--- src/rtl/mips_pkg.sv ---
// ============================================================================
// Module   : mips_pkg
// Brief    : Shared types and constants for the MIPS fetch stage.
// Revision : 1.0 - initial release
// ============================================================================
`default_nettype none

package mips_pkg;

    typedef enum logic [1:0] {
        IDLE = 2'd0,
        REQ  = 2'd1,
        WAIT = 2'd2,
        DROP = 2'd3
    } fetch_state_t;

    localparam logic [31:0] NOP_INSTR   = 32'h0000_0000;
    localparam logic [31:0] INSTR_BYTES = 32'd4;

endpackage

`default_nettype wire

--- src/rtl/fetch_skid.sv ---
// ============================================================================
// Module   : fetch_skid
// Brief    : One-entry {pc, instr} buffer behind the IF/ID output register.
// Revision : 1.0 - initial release
// ============================================================================
`default_nettype none

module fetch_skid (
    input  logic        clk,
    input  logic        rst_n,
    input  logic        push,
    input  logic        pop,
    input  logic        flush,
    input  logic [31:0] push_pc,
    input  logic [31:0] push_instr,
    output logic        full,
    output logic [31:0] pc,
    output logic [31:0] instr
);

    logic        r_full;
    logic [31:0] r_pc;
    logic [31:0] r_instr;

    // A push in the same cycle as a pop refills the entry with the new word.
    always_ff @(posedge clk) begin
        if (!rst_n) begin
            r_full  <= 1'b0;
            r_pc    <= 32'h0;
            r_instr <= 32'h0;
        end else if (flush) begin
            r_full <= 1'b0;
        end else if (push) begin
            r_full  <= 1'b1;
            r_pc    <= push_pc;
            r_instr <= push_instr;
        end else if (pop) begin
            r_full <= 1'b0;
        end
    end

    assign full  = r_full;
    assign pc    = r_pc;
    assign instr = r_instr;

endmodule

`default_nettype wire

--- src/rtl/fetch_unit.sv ---
// ============================================================================
// Module   : fetch_unit
// Brief    : Instruction fetch stage: PC, one-outstanding imem requests,
//            IF/ID valid/stall handshake and redirect squashing.
//            Define FETCH_PERF_CNT_EN to add fetch_count/stall_count.
// Revision : 1.0 - initial release
// ============================================================================
`default_nettype none

module fetch_unit
    import mips_pkg::*;
#(
    parameter logic [31:0] RESET_PC = 32'h0000_0000
) (
    input  logic        clk,
    input  logic        rst_n,
    input  logic        stall,
    input  logic        redirect_valid,
    input  logic [31:0] redirect_pc,
    output logic        imem_req,
    output logic [31:0] imem_addr,
    input  logic        imem_gnt,
    input  logic        imem_rvalid,
    input  logic [31:0] imem_rdata,
    output logic        if_valid,
    output logic [31:0] IR,
    output logic [31:0] pc_out
`ifdef FETCH_PERF_CNT_EN
    ,
    output logic [31:0] fetch_count,
    output logic [31:0] stall_count
`endif
);

    fetch_state_t r_state, w_state_nxt;
    logic [31:0]  r_pc, w_pc_nxt;
    logic         r_if_valid, w_valid_nxt;
    logic [31:0]  r_ir, w_ir_nxt;
    logic [31:0]  r_pc_out, w_pc_out_nxt;

    logic         w_skid_push, w_skid_pop, w_skid_flush, w_skid_full;
    logic [31:0]  w_skid_pc, w_skid_instr;
    logic         w_out_free, w_req, w_data_in;

    assign w_out_free = !r_if_valid || !stall;
    // Holding off new requests while the skid is occupied keeps at most one
    // word buffered behind a stalled output register.
    assign w_req      = (r_state == REQ) && !w_skid_full;
    assign w_data_in  = (r_state == WAIT) && imem_rvalid;

    always_comb begin
        w_state_nxt  = r_state;
        w_pc_nxt     = r_pc;
        w_valid_nxt  = r_if_valid;
        w_ir_nxt     = r_ir;
        w_pc_out_nxt = r_pc_out;
        w_skid_push  = 1'b0;
        w_skid_pop   = 1'b0;
        w_skid_flush = 1'b0;

        if (redirect_valid) begin
            w_pc_nxt     = redirect_pc & ~32'd3;
            w_skid_flush = 1'b1;
            w_valid_nxt  = 1'b0;
            w_ir_nxt     = NOP_INSTR;
            case (r_state)
                IDLE:    w_state_nxt = REQ;
                REQ:     w_state_nxt = (w_req && imem_gnt) ? DROP : REQ;
                WAIT:    w_state_nxt = imem_rvalid ? REQ : DROP;
                // A response landing now retires the stale request.
                DROP:    w_state_nxt = imem_rvalid ? REQ : DROP;
                default: w_state_nxt = IDLE;
            endcase
        end else begin
            case (r_state)
                IDLE: w_state_nxt = REQ;
                REQ:  if (w_req && imem_gnt) w_state_nxt = WAIT;
                WAIT: if (imem_rvalid) begin
                    w_state_nxt = REQ;
                    w_pc_nxt    = r_pc + INSTR_BYTES;
                end
                DROP: if (imem_rvalid) w_state_nxt = REQ;
                default: w_state_nxt = IDLE;
            endcase

            if (w_out_free) begin
                if (w_skid_full) begin
                    w_valid_nxt  = 1'b1;
                    w_ir_nxt     = w_skid_instr;
                    w_pc_out_nxt = w_skid_pc;
                    w_skid_pop   = 1'b1;
                end else if (w_data_in) begin
                    w_valid_nxt  = 1'b1;
                    w_ir_nxt     = imem_rdata;
                    w_pc_out_nxt = r_pc;
                end else begin
                    w_valid_nxt  = 1'b0;
                    w_ir_nxt     = NOP_INSTR;
                end
            end
            w_skid_push = w_data_in && (!w_out_free || w_skid_full);
        end
    end

    always_ff @(posedge clk) begin
        if (!rst_n) begin
            r_state    <= IDLE;
            r_pc       <= RESET_PC;
            r_if_valid <= 1'b0;
            r_ir       <= NOP_INSTR;
            r_pc_out   <= 32'h0;
        end else begin
            r_state    <= w_state_nxt;
            r_pc       <= w_pc_nxt;
            r_if_valid <= w_valid_nxt;
            r_ir       <= w_ir_nxt;
            r_pc_out   <= w_pc_out_nxt;
        end
    end

    fetch_skid u_skid (
        .clk        (clk),
        .rst_n      (rst_n),
        .push       (w_skid_push),
        .pop        (w_skid_pop),
        .flush      (w_skid_flush),
        .push_pc    (r_pc),
        .push_instr (imem_rdata),
        .full       (w_skid_full),
        .pc         (w_skid_pc),
        .instr      (w_skid_instr)
    );

    assign imem_req  = w_req;
    assign imem_addr = r_pc;
    assign if_valid  = r_if_valid;
    assign IR        = r_ir;
    assign pc_out    = r_pc_out;

`ifdef FETCH_PERF_CNT_EN
    logic [31:0] r_fetch_count, r_stall_count;

    always_ff @(posedge clk) begin
        if (!rst_n) begin
            r_fetch_count <= 32'h0;
            r_stall_count <= 32'h0;
        end else begin
            if (r_if_valid && !stall) r_fetch_count <= r_fetch_count + 32'd1;
            if (r_if_valid && stall)  r_stall_count <= r_stall_count + 32'd1;
        end
    end

    assign fetch_count = r_fetch_count;
    assign stall_count = r_stall_count;
`endif

endmodule

`default_nettype wire

--- config.mk ---
export PLATFORM = sky130hd
export DESIGN_NAME = fetch_unit
export DESIGN_NICKNAME = d
export VERILOG_FILES = /design/src/rtl/mips_pkg.sv /design/src/rtl/fetch_skid.sv /design/src/rtl/fetch_unit.sv
export SDC_FILE = /design/constraint.sdc
export NUM_CORES = 1
export LEC_CHECK = 0
export BUFFER_PORTS_ARGS = -buffer_cell sky130_fd_sc_hd__buf_2
export CAP_MARGIN = 10
export CELL_PAD_IN_SITES_DETAIL_PLACEMENT = 1
export CELL_PAD_IN_SITES_GLOBAL_PLACEMENT = 1
export CORE_MARGIN = 2
export CORE_UTILIZATION = 41
export DETAILED_ROUTE_END_ITERATION = 16
export PLACE_DENSITY = 0.82
export SYNTH_ARGS = -nofsm -noshare
export SYNTH_HDL_FRONTEND = slang
export SYNTH_HIERARCHICAL = 1
export SYNTH_SLANG_ARGS = --single-unit
--- constraint.sdc ---
create_clock -name clk -period 3 [get_ports clk]
set_clock_uncertainty 0.05 [all_clocks]
set_input_delay 0.45 -clock clk [delete_from_list [all_inputs] [get_ports clk]]
set_output_delay 0.45 -clock clk [all_outputs]
set_load 0.01 [all_outputs]
==> results of run 1 <==
==> layer usage <==
metal / track usage, % / vias up / routed length (microns) / part of all wire (%)
met5: 0 / - / 0 / 0
met4: 6.02 / 0 / 168 / 0.81
met3: 4.09 / 12 / 947 / 4.6
met2: 37.1 / 156 / 10200 / 49
met1: 27.6 / 3211 / 9350 / 45
li1: - / 3193 / - / -
==> power by group <==
group	switching, mW	total, mW	internal, mW
Sequential	0.0659	2.25	2.19
Clock	1.01	2.20	1.19
Combinational	0.198	0.335	0.137
==> stage by stage <==
step	worst slack [ps]	hold slack, ps
after floorplan	759	384
after global placement	796	391
after detailed placement	745	402
after CTS	733	194
after global routing	628	191
final	760	209
==> sequential cells by signal, summed over array words and instances (netlist names) <==
signal	cells
pc_out	32
u_skid/instr	32
imem_addr	30
u_skid/pc	32
IR	32
u_skid/full	1
r_state	2
if_valid	1
==> cell usage after synthesis, types with 6 or more instances <==
master and count:
xnor2_1 6, buf_12 7, mux2i_1 91, inv_1 6, nand2_1 172, dfxtp_1 162
nor2b_1 6, and2_1 6, and4_1 6, clkbuf_1 46, a211oi_1 7, o211a_1 35
o21ai_0 21, nor4_1 7, nor2_1 44, buf_2 14, a221oi_1 32, nand3_1 9
nor3_1 48, a21oi_1 13, nand4_1 15
==> cell families (layout without fill, tap and decap cells) <==
group	after synthesis	count (layout)
simple gates	337	337
flops	162	162
compound gates	142	142
mux	91	91
buf+inv	81	219
xor+xnor	7	7
fa+ha+maj	1	1
other cells	1	4
==> worst max-delay path, delay by kind of cell, from the launching register on <==
family	cells	cell delay (ps)
flops	1	540
compound gates	1	190
simple gates	3	1400
==> worst max path at each step <==
stage | end | slack [ps] | cells after the start
finish | imem_addr[21]$_SDFFE_PN0P_ | 760 | 4
global route | imem_addr[19]$_SDFFE_PN0P_ | 630 | 4
CTS | imem_addr[21]$_SDFFE_PN0P_ | 730 | 4
detailed placement | imem_addr[21]$_SDFFE_PN0P_ | 740 | 5
global placement | imem_addr[25]$_SDFFE_PN0P_ | 800 | 5
floorplan | u_skid/pc[17]$_SDFFE_PN0P_ | 760 | 9
==> area by class of cell <==
cell class	count	area, sq um	area share, %
inverters	6	22.5	0.255
clock buffers	17	425	4.82
flip-flops and latches	162	3250	36.8
multi-input cells	582	3690	41.8
well taps	229	287	3.25
repair buffers	181	982	11.1
clock inverters	15	174	1.97
==> results.md, run 1 <==
- Outcome: finished clean
- # port buffers: 163
- Slew @ Worst Pin: about 750 ps
- Slowest-stage cell, CP: dfxtp_1
- Die width: approximately 140 microns
- Hold path cells: 2
- CP startpoint: imem_addr[4]$_SDFFE_PN0P_
- Core area: roughly 18000 sq um
- Post-DP HPWL: approximately 14 mm
- Number of gates resized after CTS: 0
- Die Footprint: between 15000 and 20000 sq um
- Worst-Skew Late Latency: approximately 430 ps
- Max FO, Critical Path: 11
- Setup violators final: 0
- Cell area after layout: just under 9000 sq um
- Most frequent cells in the layout: nand2_1 (172), buf_2 (162), dfxtp_1 (161), mux2i_1 (91), nor3_1 (48)
- Yosys cell types: between 50 and 60
- Vias per std cell: 5.51
- Setup TNS Final: 0 ps
- Cell area after placement: around 8200 sq um
- DR pass1 iterations: 4
- Commonest non-fill, non-tap cell in the layout: nand2_1
- Synth Area per Inst: approximately 9 sq um
- Fillers: between 2000 and 2500
- DR WL/cell: 17.3 microns
- Post-synthesis mux area share: between 10% and 20%
- Synthesis Warnings: 6
- Power per cell area: around 540 nW/um^2
- Hold EP: imem_addr[3]$_SDFFE_PN0P_
- Post-synthesis sequential area ratio: a little over two fifths
- Layout cells sized above 1: a little under a quarter
- H-tree Lvls: 4
- Worst-path cell chain: nand3_1 > or3_1 > or4_1 > a31oi_1
- Top-area cell type share of the netlist area: around 44%
- LEAKAGE: between 3 and 4 nW
- HP Class: in -> reg
- Syn Std Cell Area: 7380 sq um
- Routability cong.: roughly 0.74
- Fin nets: 1021
- Ys async rst share: 0%
- Worst Setup End Kind: flop
- CTS Root Cell: clkbuf_16
- Synth Area in Compound Gates: about 15%
- Total GRT Usage: between 20% and 30%
- Design Power: 4.79 mW
- Maximum VDD drop: between 300 and 400 uV
- Reg2reg setup slack: about 760 ps
- Final Max Slew Viols: 0
- Setup Fix Bufs, Post-CTS: 0
- Crit Path Category: reg -> reg
- Sinks on Clock Net: ~160
- Initial antenna violation count: 0
- Starting density of the core: between 40 and 50%
- Post-synth EDFFs: 0
- XOR/XNOR Fraction of Synth Area: less than 1%
- Fmax achieved: 446 MHz
- Primary FF master, synth: dfxtp_1
- Total grt overflow: 0
- # DRC: 0
- RR Endpoint: imem_addr[21]$_SDFFE_PN0P_
- RSZ-0062 raised after global routing: false
- Final Hold Fails: 0
- Placed Cells: around 1200
- Die Ht: approximately 140 microns
- Num CTS Buffers: 17
- CP startpoint kind: flop
- Final worst path period share: between 70 and 80%
- Max Buffers Root-to-Sink: 2
- Adder-Cell Fraction of Synth Area: 0.170%
- DRT Wirelength: just over 20 mm
- DRC marker count from the first detailed-route iteration: about 340
- Cells after synthesis: between 800 and 900
- Worst Reg2Reg Path Length in Cells: 4
- Pin count of the biggest net entering global routing: 77
- Core Rows: between 40 and 50
- Core Util, Final: roughly half
- Main combinational cell family by area after synthesis: simple AND/OR/NAND/NOR gates
- Cell taking the most area after synthesis: dfxtp_1
- I/O pin total: between 150 and 200
- Worst endpoint required time: roughly 3300 ps
- Worst stage delay on the critical path: between 500 and 600 ps
- Reg2reg start: imem_addr[4]$_SDFFE_PN0P_
- Simple-Gate Fraction of Synth Area: 21.2%
- Max Cap Violations: 0
- Hold bufs inserted after CTS: 0
- Non-Filler Instances: ~1200
- Final min period: around 2200 ps
- Antenna viol nets, final: 0
- CTS tree: yes
- Seq cells post-synth: around 160
- ANT cells: 0
- First-pass GRT wire length: roughly 34 mm
- Via count: approximately 6600
- Vias in the first global route: about 6700
- Synth-to-layout area growth: 19.7%
- Worst Path Arrival: roughly 2500 ps
- HP Start: redirect_pc[3]
- Relative slew slack: 49.6%
- Area contributors post-synth: dfxtp_1 (44%), mux2i_1 (12%), nand2_1 (8.8%)
- Worst-path clk slew: around 70 ps
Note: power is estimated with default switching activity, not from simulation.
==> run 2: changes to the inputs <==
clock period = 2.1 ns   (was 3 ns; I/O delays follow)
==> run 2 against run 1 <==
Compared with the run above:
- cell count is 1.9% higher
- worst setup slack got worse by 680 ps
- total power increased by 46%
- cell area increased by 2.8%
- combinational power is 65% higher
- flip-flop and latch count unchanged
- worst hold slack got worse by 130 ps
==> results.md, run 2 (same netlist as run 1, synthesis figures left out) <==
- Outcome: finished clean
- I/O pin total: 168 (unchanged)
- Routability cong.: 0.776 (+4.7%)
- Setup violators final: 0 (unchanged)
- Final Hold Fails: 0 (unchanged)
- Worst-path clk slew: 70 ps (about the same)
- DR WL/cell: 17.8 microns (+2.7%)
- Worst Setup End Kind: flop
- Via count: 6694 (+1.9%)
- Core area: 17800 sq um (unchanged)
- Worst Path Arrival: 2310 ps (-230 ps)
- Hold bufs inserted after CTS: 0 (unchanged)
- Worst-Skew Late Latency: 430 ps (about the same)
- Starting density of the core: 41.5% (unchanged)
- Crit Path Category: reg -> reg
- Fin nets: 1044 (+2.3%)
- Cell area after placement: 8470 sq um (+2.9%)
- LEAKAGE: 3.97 nW (+3.7%)
- Initial antenna violation count: 0 (unchanged)
- DRT Wirelength: 21.6 mm (+4.7%)
- Antenna viol nets, final: 0 (unchanged)
- Design Power: 6.98 mW (+46%)
- Pin count of the biggest net entering global routing: 57 (-26%)
- # port buffers: 163 (unchanged)
- Synth-to-layout area growth: 23.1%
- CTS tree: yes
- Maximum VDD drop: 607 uV (+63%)
- Hold EP: imem_addr[3]$_SDFFE_PN0P_
- Die Footprint: 19100 sq um (unchanged)
- Max Cap Violations: 0 (unchanged)
- Post-DP HPWL: 14.6 mm (+6.8%)
- HP Start: redirect_pc[3]
- Most frequent cells in the layout: nand2_1 (172), buf_2 (162), dfxtp_1 (161), mux2i_1 (91), nor3_1 (48)
- Cell area after layout: 9080 sq um (+2.8%)
- Max Buffers Root-to-Sink: 2 (unchanged)
- RR Endpoint: u_skid/pc[11]$_SDFFE_PN0P_
- ANT cells: 0 (unchanged)
- Die Ht: 138 microns (unchanged)
- H-tree Lvls: 4 (unchanged)
- Num CTS Buffers: 17 (unchanged)
- DRC marker count from the first detailed-route iteration: 346 (+1.5%)
- Setup TNS Final: 0 ps (unchanged)
- RSZ-0062 raised after global routing: false
- Hold path cells: 2 (unchanged)
- HP Class: in -> reg
- Setup Fix Bufs, Post-CTS: 0 (unchanged)
- CP startpoint kind: flop
- DR pass1 iterations: 5 (+1)
- Reg2reg start: r_state[1]$_SDFFE_PN0P_
- Final min period: 2020 ps (-224 ps)
- Core Rows: 49 (unchanged)
- CTS Root Cell: clkbuf_16
- Power per cell area: 768 nW/um^2 (+42%)
- Total GRT Usage: 22.5% (+0.98 points)
- Total grt overflow: 0 (unchanged)
- Final Max Slew Viols: 0 (unchanged)
- Vias per std cell: 5.51 (about the same)
- Vias in the first global route: 6783 (+1.8%)
- Number of gates resized after CTS: 0 (unchanged)
- Worst Reg2Reg Path Length in Cells: 6 (+2)
- Worst endpoint required time: 2390 ps (-910 ps)
- Sinks on Clock Net: 162 (unchanged)
- Reg2reg setup slack: 80 ps (-680 ps)
- Layout cells sized above 1: 25.2% (+1.9 points)
- First-pass GRT wire length: 35.5 mm (+3.9%)
- Max FO, Critical Path: 35 (+24)
- # DRC: 0 (unchanged)
- Commonest non-fill, non-tap cell in the layout: nand2_1
- Die width: 138 microns (unchanged)
- Fmax achieved: 496 MHz (+11%)
- Final worst path period share: 96.0% (+21 points)
-- run 2: cell count changes in the layout (fill, tap and decap cells not counted) --
| cell | delta |
|---|---|
| nor4_2 | +1 |
| inv_8 | -1 |
| buf_12 | +5 |
| clkbuf_8 | +1 |
| clkinv_8 | -2 |
| nor4_1 | -1 |
| bufinv_16 | +1 |
| inv_6 | +2 |
| clkinv_4 | -1 |
| buf_4 | +18 |
-- run 2: layout make-up --
| class | count | area, sq um |
|---|---|---|
| fill | 2115 | 8700 |
| clock inverter | 14 | 169 |
| multi-input combinational | 582 | 3700 |
| sequential | 162 | 3250 |
| timing repair buffer | 204 | 1220 |
| tap | 229 | 287 |
| clock buffer | 18 | 439 |
| inverter | 6 | 22.5 |
-- run 2: worst max path at each step --
stage                              startpoint                            to  slack [ps]
detailed placement                imem_rvalid  u_skid/instr[0]$_SDFFE_PN0P_         120
global route        imem_addr[8]$_SDFFE_PN0P_    imem_addr[13]$_SDFFE_PN0P_          20
CTS                   r_state[1]$_SDFFE_PN0P_  u_skid/instr[0]$_SDFFE_PN0P_         120
global placement    imem_addr[3]$_SDFFE_PN0P_    imem_addr[21]$_SDFFE_PN0P_         220
finish                r_state[1]$_SDFFE_PN0P_    u_skid/pc[11]$_SDFFE_PN0P_          80
floorplan            u_skid/full$_SDFFE_PP0P_    u_skid/pc[17]$_SDFFE_PN0P_          90
-- run 2: power by group --
part	switching [mW]	total (mW)	leakage, nW	internal, mW
registers	0.0678	3.19	1.31	3.13
clock network	1.40	3.23	0.290	1.83
logic	0.324	0.553	2.37	0.229
total	1.79	6.98	3.97	5.18
-- run 2: critical path: stages (launching register included) --
cell      delay [ps]
dfxtp_1          440
nand3b_4         110
buf_4            210
nor3_1           300
nor2b_4          270
buf_12           280
mux2i_1          250
-- run 2: per-stage QoR --
stage | util (%) | worst slack, ps | hold WS (ps) | std cells
floorplan | - | 85.8 | 384 | 825
global placement | 47.6 | 216 | 391 | 1183
finish | 51.1 | 83.9 | 78.6 | 1215
detailed placement | 47.6 | 122 | 402 | 1183
CTS | 51.0 | 119 | 57.3 | 1215
global route | 51.1 | 15.5 | 57.8 | 1215
-- run 2: routing by layer --
layer  part of all wire [%]  vias to the layer above  track usage, %
li1                       -                     3234               -
met1                     44                     3279            29.6
met2                     50                      169            38.0
met3                    5.2                       12            4.43
met4                   0.77                        0            5.85
met5                      0                        -               0
==> run 3: changes to the inputs <==
SETUP_SLACK_MARGIN = 0.2   (was not set)
==> run 3 against run 2 <==
Compared with the run above:
- global-route usage shrank 0.74 points
- cell area grew 2.2%
- fmax grew 10%
- flip-flop and latch count is the same
- total power grew 3.6%
- worst setup slack gained 190 ps
- register-to-register slack gained 190 ps
- sequential power is essentially flat
- utilization grew 1.1 points
- first-iteration DRC count grew 13%
- via count grew 0.82%
- critical path depth shrank 2
- critical endpoint is now imem_addr[25]$_SDFFE_PN0P_
==> results.md, run 3 (same netlist as run 1, synthesis figures left out) <==
- Setup violators final: 0 (unchanged)
- H-tree Lvls: 4 (unchanged)
- Most frequent cells in the layout: nand2_1 (172), buf_2 (162), dfxtp_1 (153), mux2i_1 (91), nor3_1 (47)
- Vias in the first global route: 6670 (-1.7%)
- CTS Root Cell: clkbuf_16
- I/O pin total: 168 (unchanged)
- Final Max Slew Viols: 0 (unchanged)
- Max Cap Violations: 0 (unchanged)
- CP startpoint kind: flop
- Fmax achieved: 547 MHz (+10%)
- Outcome: finished clean
- Antenna viol nets, final: 0 (unchanged)
- Die Ht: 138 microns (unchanged)
- DR WL/cell: 18.2 microns (+2.6%)
- Total GRT Usage: 21.8% (-0.74 points)
- DR pass1 iterations: 5 (unchanged)
- Worst-path clk slew: 70 ps (about the same)
- CTS tree: yes
- Final Hold Fails: 0 (unchanged)
- Starting density of the core: 41.5% (unchanged)
- Worst-Skew Late Latency: 430 ps (about the same)
- First-pass GRT wire length: 34.2 mm (-3.6%)
- Maximum VDD drop: 483 uV (-20%)
- RSZ-0062 raised after global routing: false
- Routability cong.: 0.776 (about the same)
- ANT cells: 0 (unchanged)
- Setup TNS Final: 0 ps (unchanged)
- Core Util, Final: 52.2% (+1.1 points)
- Core area: 17800 sq um (unchanged)
- Fillers: 2117 (+0.095%)
- DRC marker count from the first detailed-route iteration: 391 (+13%)
- Initial antenna violation count: 0 (unchanged)
- Hold bufs inserted after CTS: 0 (unchanged)
- Die Footprint: 19100 sq um (unchanged)
- Total grt overflow: 0 (unchanged)
- Slew @ Worst Pin: 574 ps
- # port buffers: 163 (unchanged)
- Max Buffers Root-to-Sink: 2 (unchanged)
- LEAKAGE: 4.06 nW (+2.2%)
- Die width: 138 microns (unchanged)
- Max FO, Critical Path: 9 (-74%)
- Pin count of the biggest net entering global routing: 74 (+30%)
- Fin nets: 1047 (+0.29%)
- Worst Path Arrival: 2130 ps (-180 ps)
- Worst Setup End Kind: flop
- Sinks on Clock Net: 162 (unchanged)
- Crit Path Category: reg -> reg
- DRT Wirelength: 22.2 mm (+2.8%)
- Via count: 6749 (+0.82%)
- Synth-to-layout area growth: 25.9%
- Layout cells sized above 1: 26.8% (+1.6 points)
- Power per cell area: 778 nW/um^2 (+1.3%)
- Relative slew slack: ~62%
- HP Class: in -> reg
- # DRC: 0 (unchanged)
- Commonest non-fill, non-tap cell in the layout: nand2_1
- Final worst path period share: 87.1% (-8.9 points)
- Design Power: 7.23 mW (+3.6%)
- Worst endpoint required time: 2410 ps (+20 ps)
- Post-DP HPWL: 14.1 mm (-3.9%)
- Final min period: 1830 ps (-187 ps)
- Core Rows: 49 (unchanged)
- Num CTS Buffers: 17 (unchanged)
- Vias per std cell: 5.54 (+0.57%)
-- run 3: final timing paths --
| kind | startpoint | to | slack (ps) | depth (start not counted) |
|---|---|---|---|---|
| worst max-delay path | imem_addr[21]$_SDFFE_PN0P_ | imem_addr[25]$_SDFFE_PN0P_ | 270 | 4 |
| worst min-delay path | redirect_pc[2] | imem_addr[2]$_SDFFE_PN0P_ | 70 | 2 |
| worst max register to register | imem_addr[21]$_SDFFE_PN0P_ | imem_addr[25]$_SDFFE_PN0P_ | 270 | 4 |
| worst min register to register | u_skid/pc[7]$_SDFFE_PN0P_ | u_skid/pc[7]$_SDFFE_PN0P_ | 410 | 2 |
-- run 3: critical path, cell delays in order, from the launching register on --
cell and delay [ps]:
dfxtp_1 510, nand4_1 220, or2_2 340, or4_1 470, a31oi_1 160
-- run 3: routing by layer --
layer	GRT usage (%)	part of all wire, %	vias to the layer above
li1	-	-	3248
met5	0	0	-
met3	3.98	4.4	23
met1	28.1	45	3309
met2	37.2	49	169
met4	6.82	1.3	0
-- run 3: what timing repair did --
action                     4_1_cts  5_1_grt
gates resized for setup          3       22
setup buffers                    0        4
pin swaps                        0        4
gates cloned                     0        5
setup endpoints to repair       13       82
-- run 3: through the flow --
| step | hold slack, ps | std cells | worst slack [ps] | instance area [sq um] |
|---|---|---|---|---|
| after floorplan | 384 | 825 | 208 | 7410 |
| after CTS | 58.2 | 1209 | 153 | 9080 |
| final | 70.1 | 1218 | 271 | 9280 |
| after global placement | 391 | 1177 | 218 | 8410 |
| after detailed placement | 400 | 1177 | 151 | 8410 |
| after global routing | 81.2 | 1218 | 162 | 9280 |
-- run 3: final cells by class --
| cell class | instances | area (sq um) | area share [%] |
|---|---|---|---|
| Clock inverter | 14 | 225 | 2.43 |
| Sequential cell | 162 | 3260 | 35.1 |
| Timing Repair Buffer | 207 | 1310 | 14.1 |
| Tap cell | 229 | 287 | 3.09 |
| Clock buffer | 18 | 429 | 4.62 |
| Multi-Input combinational cell | 582 | 3750 | 40.4 |
| Inverter | 6 | 22.5 | 0.243 |
-- run 3: power by group --
group / switching (mW) / internal, mW / leakage, nW / total, mW
Clock: 1.35 / 2.14 / 0.316 / 3.49
Combinational: 0.312 / 0.220 / 2.42 / 0.532
Sequential: 0.0779 / 3.13 / 1.32 / 3.21
Total: 1.74 / 5.49 / 4.06 / 7.23
